### config.mk
export PLATFORM = sky130hd
export DESIGN_NAME = apb_fetch_master
export DESIGN_NICKNAME = d
export VERILOG_FILES = /design/src/rtl/apb_pkg.sv /design/src/rtl/apb_fetch_master_timeout.sv /design/src/rtl/apb_fetch_master.sv
export SDC_FILE = /design/constraint.sdc
export NUM_CORES = 1
export LEC_CHECK = 0
export BUFFER_PORTS_ARGS = -buffer_cell sky130_fd_sc_hd__buf_4
export CORE_AREA = 2 2 75 77
export DETAILED_ROUTE_END_ITERATION = 8
export DIE_AREA = 0 0 77 79
export PLACE_DENSITY = 0.73
export SETUP_SLACK_MARGIN = 0.3
export SLEW_MARGIN = 0
export SYNTH_ARGS = -nofsm -noshare
export SYNTH_HDL_FRONTEND = slang
export SYNTH_HIERARCHICAL = 1
export SYNTH_SLANG_ARGS = --single-unit
### constraint.sdc
create_clock -name pclk -period 2.45 [get_ports pclk]
set_input_delay 0.245 -clock pclk [delete_from_list [all_inputs] [get_ports pclk]]
set_output_delay 0.245 -clock pclk [all_outputs]
set_load 0.005 [all_outputs]
### src/rtl/apb_pkg.sv
// Shared APB requester types and constants.
// Imported by the fetch master and its timeout counter.
package apb_pkg;

  localparam int APB_AW = 16;
  localparam int APB_DW = 16;

  localparam int SLOT_ROM    = 0;
  localparam int SLOT_PERIPH = 1;

  typedef enum logic [1:0] {
    APB_IDLE,
    APB_SETUP,
    APB_ACCESS
  } apb_state_t;

  typedef struct packed {
    logic [APB_AW-1:0] addr;
    logic              write;
    logic [APB_DW-1:0] wdata;
  } apb_req_t;

  function automatic logic [1:0] slot_sel(
    input logic [1:0] hi,
    input logic [1:0] rom_bits
  );
    logic [1:0] s;
    s = '0;
    if (hi == rom_bits) s[SLOT_ROM] = 1'b1;
    else                s[SLOT_PERIPH] = 1'b1;
    return s;
  endfunction

endpackage

### src/rtl/apb_fetch_master_timeout.sv
// ACCESS-phase wait counter with clear, enable
// and terminal-count compare.
module apb_timeout_ctr
  import apb_pkg::*;
#(
  parameter int unsigned TIMEOUT = 15
) (
  input  logic pclk,
  input  logic preset,
  input  logic clr,
  input  logic en,
  output logic tc
);

  logic [7:0] cnt_q;

  always_ff @(posedge pclk) begin
    if (!preset) begin
      cnt_q <= '0;
    end else if (clr) begin
      cnt_q <= '0;
    end else if (en) begin
      cnt_q <= cnt_q + 8'd1;
    end
  end

  assign tc = (cnt_q == 8'(TIMEOUT));

endmodule

### src/rtl/apb_fetch_master.sv
// Valid/ready request port to APB requester with
// two-slot decode and a bus-hang timeout.
module apb_fetch_master
  import apb_pkg::*;
#(
  parameter int unsigned TIMEOUT      = 15,
  parameter logic [1:0]  ROM_SEL_BITS = 2'b00
) (
  input  logic              pclk,
  input  logic              preset,
  input  logic              req_valid,
  output logic              req_ready,
  input  logic [APB_AW-1:0] req_addr,
  input  logic              req_write,
  input  logic [APB_DW-1:0] req_wdata,
  output logic              rsp_valid,
  output logic [APB_DW-1:0] rsp_rdata,
  output logic              rsp_err,
  output logic [APB_AW-1:0] paddr,
  output logic              pwrite,
  output logic [APB_DW-1:0] pwdata,
  output logic [1:0]        psel,
  output logic              penable,
  input  logic              pready,
  input  logic [APB_DW-1:0] prdata
);

  apb_state_t        state_q, state_n;
  apb_req_t          req_q, req_n;
  logic [1:0]        psel_q, psel_n;
  logic              pen_q, pen_n;
  logic              rv_q, rv_n;
  logic              rerr_q, rerr_n;
  logic [APB_DW-1:0] rdat_q, rdat_n;
  logic              ctr_clr, ctr_en, ctr_tc;

  apb_timeout_ctr #(
    .TIMEOUT(TIMEOUT)
  ) u_to (
    .pclk  (pclk),
    .preset(preset),
    .clr   (ctr_clr),
    .en    (ctr_en),
    .tc    (ctr_tc)
  );

  always_ff @(posedge pclk) begin
    if (!preset) begin
      state_q <= APB_IDLE;
      req_q   <= '0;
      psel_q  <= '0;
      pen_q   <= 1'b0;
      rv_q    <= 1'b0;
      rerr_q  <= 1'b0;
      rdat_q  <= '0;
    end else begin
      state_q <= state_n;
      req_q   <= req_n;
      psel_q  <= psel_n;
      pen_q   <= pen_n;
      rv_q    <= rv_n;
      rerr_q  <= rerr_n;
      rdat_q  <= rdat_n;
    end
  end

  always_comb begin
    state_n = state_q;
    req_n   = req_q;
    psel_n  = psel_q;
    pen_n   = pen_q;
    rv_n    = 1'b0;
    rerr_n  = rerr_q;
    rdat_n  = rdat_q;
    ctr_clr = 1'b0;
    ctr_en  = 1'b0;
    unique case (state_q)
      APB_IDLE: begin
        if (req_valid) begin
          req_n.addr  = req_addr;
          req_n.write = req_write;
          req_n.wdata = req_wdata;
          psel_n  = slot_sel(req_addr[15:14], ROM_SEL_BITS);
          state_n = APB_SETUP;
        end
      end
      APB_SETUP: begin
        ctr_clr = 1'b1;
        pen_n   = 1'b1;
        state_n = APB_ACCESS;
      end
      APB_ACCESS: begin
        // pready beats the terminal count on the same edge
        if (pready) begin
          rv_n    = 1'b1;
          rerr_n  = 1'b0;
          rdat_n  = req_q.write ? '0 : prdata;
          psel_n  = '0;
          pen_n   = 1'b0;
          state_n = APB_IDLE;
        end else if (ctr_tc) begin
          rv_n    = 1'b1;
          rerr_n  = 1'b1;
          rdat_n  = '0;
          psel_n  = '0;
          pen_n   = 1'b0;
          state_n = APB_IDLE;
        end else begin
          ctr_en = 1'b1;
        end
      end
      default: begin
        psel_n  = '0;
        pen_n   = 1'b0;
        state_n = APB_IDLE;
      end
    endcase
  end

  assign req_ready = (state_q == APB_IDLE);
  assign rsp_valid = rv_q;
  assign rsp_err   = rerr_q;
  assign rsp_rdata = rdat_q;
  assign paddr     = req_q.addr;
  assign pwrite    = req_q.write;
  assign pwdata    = req_q.wdata;
  assign psel      = psel_q;
  assign penable   = pen_q;

endmodule

Word-level counts from Yosys, hierarchy flattened. Cells that the tools add are included.

Register bits after elaboration: 64. Bits in latches: 0. RAM bits: 0. Bits in read-only memories: 0. Output and inout bits: 55. Word-level logic and storage cells: 51. Memories: 0.

Add/sub/neg operators: 1. Multiply operators: 0. Divide/modulo/power cells: 0. Order comparisons: 0. Eq/ne operators: 5. Shifts and indexed selects: 0. Multiplexer cells: 22. Bitwise operators: 3. Reduce and logical (&&, ||, !) cells: 10.

Operators by type and width (count): $mux 16 (3); $mux 1 (12); $pmux 2 s3 (2); $reduce_and 2->1 (5); $add 8x1->8 const B (1); $eq 8x4->1 const B (1); $mux 2 (4); $logic_not 2->1 (2); $ne 3x3->1 const B (1); $not 1->1 (3); $pmux 1 s3 (1); $reduce_and 3->1 (1); $eq 2x1->1 const B (1); $eq 2x2->1 const B (1); $ne 2x2->1 const B (1); $reduce_bool 2->1 (1); $reduce_or 2->1 (1).

Logic depth before layout (Yosys ltp). Gate-level depths: netlist of the first run.

Depth after elaboration: 4. Depth in mapped cells: 8.

Cells and area by module. The synthesis of the first run kept the hierarchy.

Modules (own cells, without submodules): apb_fetch_master (times used 1, cells an instance 210, area an instance 1923.1 µm², seq. area each 1121.1 µm²); apb_timeout_ctr (times used 1, cells an instance 40, area an instance 360.3 µm², seq. area each 160.2 µm²).

Least setup slack after synthesis of the first run. OpenSTA, ideal clock, no wires.

Path type: reg2reg. Start point: reg u_to.cnt_q[0]. End point: reg rdat_q[10] (netlist: rsp_rdata[10]). Arrival: 1731 ps. Setup slack: 603 ps. Cell stages (with the launch flop): 8. Path through: dfxtp_1 > ha_1 > nand4b_1 > nor4_1 > nor2_1 > o21a_2 > buf_6 > a22o_1.

Longest elaborated chain between the ends: 3.

Ends and longest elaborated chain: from (decl) (line apb_fetch_master_timeout.sv:15) `logic [7:0] cnt_q;`; from (signal assigned) (line apb_fetch_master_timeout.sv:23) `cnt_q <= cnt_q + 8'd1;`; $eq 8x4->1 (line apb_fetch_master_timeout.sv:27) `assign tc = (cnt_q == 8'(TIMEOUT));`; named net ctr_tc (line apb_fetch_master.sv:35) `logic ctr_clr, ctr_en, ctr_tc;`; $reduce_bool 2->1 (no source line); $reduce_and 2->1 (no source line); to (signal assigned) (line apb_fetch_master.sv:63) `rdat_q <= rdat_n;`; to (decl) (line apb_fetch_master.sv:34) `logic [APB_DW-1:0] rdat_q, rdat_n;`.

The timed path passes the listed nets, and every way through them passes these cells. A chain may end at the register's enable or synchronous reset.

Final worst setup path of the first run.
Start point: reg u_to.cnt_q[0]. End point: reg u_to.cnt_q[6].

Longest elaborated chain between the ends: 4. Elaborated cells between the ends (all ways): 5. Those cells by class: 1 x add/sub; 1 x eq/ne; 3 x mux.

Ends and longest elaborated chain: $eq 8x4->1 (line apb_fetch_master_timeout.sv:27); named net ctr_tc (line apb_fetch_master.sv:35); $mux 1 (line apb_fetch_master.sv:101) `end else if (ctr_tc) begin`; $mux 1 (line apb_fetch_master.sv:94) `if (pready) begin`; $mux 1 (line apb_fetch_master.sv:77) `unique case (state_q)`; named net ctr_en (line apb_fetch_master.sv:35).

The timed path passes the listed nets, and every way through them passes these cells.

==> summary.txt, run 1 <==
Setup path
  • Worst Path Required: 2720 ps
  • CP Launch Type: register
  • Reg2reg path depth: 7
  • Critical Path Fanout Max: 5
  • Critical-path cell list: ha_1, nand4b_1, nor4_2, nor3_1, nand2_1, or3_1, a21oi_1
  • Crit path buffers/inverters: 0
  • RR Endpoint: u_to/cnt_q[6]
  • WS Path Type: register to register
  • CP max stage delay: 400 ps
  • Cell family with most CP delay: simple AND/OR/NAND/NOR gates
  • FF-to-FF setup slack: 510 ps
  • CP Capture Type: register
  • Worst path slowest cell: nor3_1
  • RR Startpoint: u_to/cnt_q[0]
  • CP arrival: 2210 ps

Logic synthesis
  • Sequential element share of the synthesized area: 56.1%
  • Synth top area cells: dfxtp_1 (56%), nand2_1 (12%), a21oi_1 (8.1%)
  • Post-synth EDFFs: 0
  • Synth Instances: 250
  • #FFs+latches synth: 64
  • Synthesized Nets: 304
  • Dominant synthesized flop cell: dfxtp_1
  • Post-synth top area cell: dfxtp_1
  • Ys async rst share: 0%
  • Syn avg cell area: 9.13 um2
  • Yosys top cell area share: 56.1%
  • Post-synthesis cell area: 2280 um2
  • Ys Warns: 6
  • Distinct cell type count after synthesis: 33

GRT
  • Initial antenna violation count: 0
  • Number of global-route vias before repair: 1960
  • Pin count of the biggest net entering global routing: 38
  • Grt ovf: 0
  • All-Layer GR Usage: 18.8%
  • First-pass GRT wire length: 9.01 mm

Pwr
  • Worst vdd ir: 0.453 mV
  • Leak Pwr: 1.49 nW
  • Pwr dens: 706 nW/um2
  • Power Total: 0.00237 W

Clock network
  • Clock sinks: 64
  • CTS Hold Buffers Added: 0
  • CTS tree: yes
  • H-tree Lvls: 3
  • Root Buffer: clkbuf_8
  • Cts bufs inserted: 9
  • CTS max path bufs: 2
  • Worst-path clk slew: 70 ps
  • Clock Latency Late Sink: 340 ps

Placement
  • HPWL Detailed: 3.90 mm
  • Setup Slack @ Placement: 376 ps
  • Placer Congestion: 0.779
  • PortBufs: 107

Floorplan
  • Die area: 6080 um2
  • Starting Density: 42.8%
  • # IOs: 108
  • Rows: 27
  • Die Y: 79 um
  • Chip width: 77 um
  • CORE AREA: 5340 um2

STA
  • Slew HR: 57.1%
  • Final WS setup: 507 ps
  • Worst-margin pin slew: 642 ps
  • RSZ-0062 raised after global routing: false
  • Setup TNS: 0 ps
  • Min Tclk post-route: 1940 ps
  • Final setup fails: 0
  • Worst Skew: 7.45 ps
  • Max Transition Viols Final: 0
  • Final Hold Viols: 0
  • Fin crit share: 79.3%
  • Fmax: 515 MHz

Detailed routing
  • ANT nets after route: 0
  • DR vias/cell: 4.83
  • Vias: 2103
  • Drt pass-1 iters: 4
  • Post-DR wirelength/cell: 12.8 um
  • DR iter-0 viols: 67
  • Routed WL: 5.57 mm
  • DRC viols: 0

Min path
  • Hold depth: 2
  • Worst Hold End: rsp_rdata[14]
  • Hold Crit Start: prdata[14]
  • Min-delay worst type: input pin to register

Status
  • Outcome: completed

Finish
  • Layout area overhead: 46.8%
  • Final-stage net count: 412
  • # diodes: 0
  • Layout cells sized above 1: 37.2%

Flow run
  • Maxcap violations: 0
flip-flops by register name, summed over array words and instances (netlist names):
name        count
state_q         2
pwrite          1
u_to/cnt_q      8
rsp_err         1
paddr          16
pwdata         16
rsp_valid       1
penable         1
rsp_rdata      16
psel            2
cell usage in the layout, fill, tap and decap left out, drive strengths merged:
cell and n:
buf 111, nor3b 1, ha 1, bufinv 2, o32ai 1, nor2b 2
xnor2 1, nand2 71, o21a 2, nand2b 2, nor4 1, nor2 11
nand3 3, dfxtp 64, o21ai 4, nor3 3, mux2i 1, inv 2
clkinv 3, or3b 1, a21oi 37, xor2 3, nand4b 1, o31ai 1
nand4 4, a211oi 1, or3 3, a22o 16, clkinvlp 1, clkbuf 9
layer usage:
layer  GRT usage [%]  share of wire (%)
met5               0                  0
met2            31.1                 47
met1            21.8                 44
met3            7.16                7.0
met4            8.39                1.5
worst reg2reg max path, cell delays in order, from the launching register on:
cell and delay (ps):
dfxtp_1 360, ha_1 240, nand4b_1 120, nor4_2 70, nor3_1 400, nand2_1 180, or3_1 380, a21oi_1 140
repair_timing:
item,CTS,global route
endpoints found under the hold margin,0,0
buffers inserted,0,0
gates resized for setup,0,1
endpoints found under the setup margin,0,17
final cells by class:
type	instances	area [um2]
well taps	72	90.1
flip-flops and latches	64	1280
repair buffers	111	833
inverters	1	3.75
fillers	479	1980
multi-input cells	171	926
clock buffers	9	124
clock inverters	7	95.1
logic make-up (layout without fill, tap and decap cells):
group | after synthesis | in the layout | synth area share (%)
AO/OA/AOI/OAI | 62 | 62 | 17.2
XOR/XNOR | 4 | 4 | 1.53
adder cells (fa/ha/maj) | 1 | 1 | 0.548
buffers and inverters | 15 | 128 | 3.89
flip-flops | 64 | 64 | 56.1
multiplexers | 1 | 1 | 0.438
AND/OR/NAND/NOR | 103 | 103 | 20.3
Yosys cell counts, drive strengths merged, types with 2 or more instances:
| cell type | n |
|---|---|
| buf | 10 |
| nor3 | 3 |
| nand3 | 3 |
| o21ai | 4 |
| nor2 | 11 |
| nand2b | 2 |
| nand2 | 71 |
| clkbuf | 4 |
| xor2 | 3 |
| nand4 | 4 |
| dfxtp | 64 |
| or3 | 3 |
| a22o | 16 |
| nor2b | 2 |
| o21a | 2 |
| a21oi | 37 |
per-stage QoR:
| step | cell area, um2 | cells | util [%] | hold WS [ps] |
|---|---|---|---|---|
| after floorplan | 2280 | 250 | - | 342 |
| after global placement | 3130 | 419 | 58.6 | 442 |
| after detailed placement | 3130 | 419 | 58.6 | 447 |
| after CTS | 3350 | 435 | 62.7 | 84.0 |
| after global routing | 3350 | 435 | 62.8 | 88.3 |
| final | 3350 | 435 | 62.8 | 105 |
worst max-delay path by stage:
| stage | from | endpoint | slack (ps) | depth (start not counted) |
|---|---|---|---|---|
| detailed placement | u_to/cnt_q[0] | rsp_rdata[3] | 380 | 6 |
| CTS | u_to/cnt_q[0] | rsp_rdata[0] | 360 | 6 |
| floorplan | u_to/cnt_q[0] | rsp_rdata[10] | 600 | 7 |
| finish | u_to/cnt_q[0] | u_to/cnt_q[6] | 510 | 7 |
| global placement | u_to/cnt_q[0] | rsp_rdata[6] | 530 | 6 |
| global route | u_to/cnt_q[0] | u_to/cnt_q[5] | 300 | 7 |
power breakdown:
group / switching [W] / leakage [nW] / internal (W)
Combinational: 0.000119 / 0.860 / 0.000147
Sequential: 0.0000284 / 0.522 / 0.00109
Clock: 0.000414 / 0.110 / 0.000574
Total: 0.000561 / 1.49 / 0.00181
No activity file was read; power rests on OpenSTA's default activity.
==> inputs of run 2 (changes only) <==
- clock period: 2.45 -> 1.9 ns (I/O delays scaled with it)
==> run 2 against run 1 <==
Design area increased by 4.3%. Sequential power increased by 28%. Register-to-register slack got worse by 330 ps. Flip-flop and latch count unchanged. Core utilization increased by 2.7 points. Worst setup slack got worse by 330 ps. Sequential share of layout area decreased by 1.4 points. Global-route usage decreased by 0.10 points. Critical path type unchanged. Non-clock buffer count increased by 8.
==> summary.txt, run 2 (synthesis gave the netlist of run 1 again) <==
Floorplan
  • CORE AREA: 5340 um2 (unchanged)
  • Rows: 27 (unchanged)
  • # IOs: 108 (unchanged)
  • Starting Density: 42.8% (unchanged)
  • Die Y: 79 um (unchanged)
  • Die area: 6080 um2 (unchanged)
  • Chip width: 77 um (unchanged)

Clock network
  • H-tree Lvls: 3 (unchanged)
  • CTS Hold Buffers Added: 0 (unchanged)
  • Cts bufs inserted: 9 (unchanged)
  • Clock sinks: 64 (unchanged)
  • Root Buffer: clkbuf_8
  • CTS tree: yes
  • CTS max path bufs: 2 (unchanged)
  • Worst-path clk slew: 70 ps (about the same)
  • Clock Latency Late Sink: 330 ps (about the same)

STA
  • Final WS setup: 179 ps (-328 ps)
  • Max Transition Viols Final: 0 (unchanged)
  • RSZ-0062 raised after global routing: true
  • Final setup fails: 0 (unchanged)
  • Fmax: 581 MHz (+13%)
  • Fin crit share: 90.6% (+11 points)
  • Setup TNS: 0 ps (unchanged)
  • Min Tclk post-route: 1720 ps (-222 ps)
  • Worst Skew: 10.0 ps (+2.55 ps)
  • Final Hold Viols: 0 (unchanged)
  • Worst-margin pin slew: 633 ps (-9.27 ps)
  • Slew HR: 57.8% (+0.62 points)

Setup path
  • Crit path to: u_to/cnt_q[7]
  • FF-to-FF setup slack: 180 ps (-330 ps)
  • CP arrival: 1970 ps (-240 ps)
  • WS Path Type: register to register
  • Worst Path Required: 2150 ps (-570 ps)
  • Reg2reg path depth: 7 (unchanged)
  • RR Startpoint: u_to/cnt_q[1]
  • CP Launch Type: register
  • Crit path from: u_to/cnt_q[1]
  • RR Endpoint: u_to/cnt_q[7]
  • CP Capture Type: register
  • Critical Path Fanout Max: 6 (+1)

Pwr
  • Gate power share: 11.4% (+0.2 points)
  • Switching share of total power: 21.9% (-1.8 points)
  • Worst vdd ir: 0.444 mV (-2.1%)
  • Leak Pwr: 1.55 nW (+3.8%)
  • Pint: 0.00241 W (+34%)
  • Fraction of power consumed by sequential logic: 46.4% (-0.7 points)
  • Sw Pwr: 0.000677 W (+21%)
  • Pwr dens: 884 nW/um2 (+25%)
  • Clk network pwr share: 42.2% (+0.5 points)

GRT
  • First-pass GRT wire length: 9.11 mm (+1.1%)
  • All-Layer GR Usage: 18.7% (-0.10 points)
  • Initial antenna violation count: 0 (unchanged)
  • Pin count of the biggest net entering global routing: 38 (unchanged)
  • Number of global-route vias before repair: 2004 (+2.2%)
  • Grt ovf: 0 (unchanged)

Detailed routing
  • Met3 routed WL: 422 um (+8.5%)
  • ANT nets after route: 0 (unchanged)
  • Wire length on met2: 2.87 mm (+8.7%)
  • Met1 WL: 2.45 mm (-0.41%)
  • Routed WL: 5.79 mm (+4.0%)
  • DR iter-0 viols: 100 (+49%)
  • DR top layer: met4
  • Post-DR wirelength/cell: 13.1 um (+2.2%)
  • DRC viols: 0 (unchanged)
  • Drt pass-1 iters: 4 (unchanged)
  • DR vias/cell: 4.85 (+0.25%)
  • Vias: 2147 (+2.1%)

Finish
  • Multi-input gate area: 986 um2 (+6.5%)
  • Layout area overhead: 53.2%
  • Sequential cell area: 1290 um2 (+0.59%)
  • # fillers: 476 (-0.63%)
  • # diodes: 0 (unchanged)
  • Most frequent cells in the layout: buf_4 (119), nand2_1 (71), dfxtp_1 (62)
  • Layout cells sized above 1: 40.7% (+3.5 points)
  • Final-stage net count: 420 (+1.9%)
  • Commonest non-fill, non-tap cell in the layout: buf_4

Placement
  • Setup Slack @ Placement: 106 ps (-270 ps)
  • Placer Congestion: 0.784 (+0.65%)
  • PortBufs: 107 (unchanged)
  • HPWL Detailed: 3.83 mm (-2.0%)

Min path
  • Min-delay worst type: input pin to register

Flow run
  • Maxcap violations: 0 (unchanged)

Status
  • Outcome: completed
-- run 2: changes by cell type in the layout (fill, tap and decap cells not counted), moves of 2 or more --
| cell | before | now |
|---|---|---|
| clkinv_2 | 2 | 0 |
| dfxtp_4 | 0 | 2 |
| o21ai_0 | 4 | 2 |
| buf_4 | 111 | 119 |
| clkbuf_8 | 9 | 15 |
| dfxtp_1 | 64 | 62 |
| o21ai_1 | 0 | 2 |
-- run 2: cell type report --
type,instances,area share (%)
clock inverters,1,0.858
repair buffers,119,25.5
clock buffers,15,5.90
multi-input cells,171,28.2
flip-flops and latches,64,36.8
well taps,72,2.58
inverters,1,0.107
-- run 2: power groups by stage --
stage	Combinational, W	Clock (W)	Sequential, W
floorplan	0.000145	0	0.00147
global placement	0.000345	0	0.00146
detailed placement	0.000349	0	0.00146
CTS	0.000354	0.00134	0.00143
global route	0.000386	0.00139	0.00144
finish	0.000352	0.00131	0.00143
-- run 2: critical path: stages, from the launching register on --
cell,delay [ps]
dfxtp_4,360
ha_4,160
nand4b_1,130
nor4_4,70
nor3_4,320
nand4_1,170
or3_1,330
a21oi_1,120
-- run 2: how the worst min path moves through the flow --
stage	from	endpoint	slack (ps)	depth (start not counted)
2_1_floorplan	pready	rsp_err	290	1
3_3_place_gp	prdata[11]	rsp_rdata[11]	400	2
3_5_place_dp	prdata[9]	rsp_rdata[9]	400	2
4_1_cts	prdata[9]	rsp_rdata[9]	60	2
5_1_grt	prdata[8]	rsp_rdata[8]	70	2
6_report	prdata[8]	rsp_rdata[8]	70	2
-- run 2: timing repair --
item                                    in CTS  in global routing
endpoints found under the setup margin      24                 25
pin swaps                                   11                  3
setup buffers                                5                  0
resized for setup                            7                  1
gates cloned                                 0                  0
-- run 2: layer usage --
metal	up-vias	track usage [%]
li1	1078	-
met1	986	22.4
met2	77	31.9
met3	6	5.34
met4	0	7.50
met5	-	0
-- run 2: stage by stage --
stage | power (W) | hold slack, ps | std cells | area, um2 | util, %
2_1_floorplan | 0.00161 | 287 | 250 | 2330 | -
3_3_place_gp | 0.00181 | 401 | 422 | 3190 | 59.8
3_5_place_dp | 0.00181 | 403 | 422 | 3190 | 59.8
4_1_cts | 0.00312 | 59.4 | 443 | 3490 | 65.4
5_1_grt | 0.00322 | 68.6 | 443 | 3500 | 65.5
6_report | 0.00309 | 72.0 | 443 | 3500 | 65.5
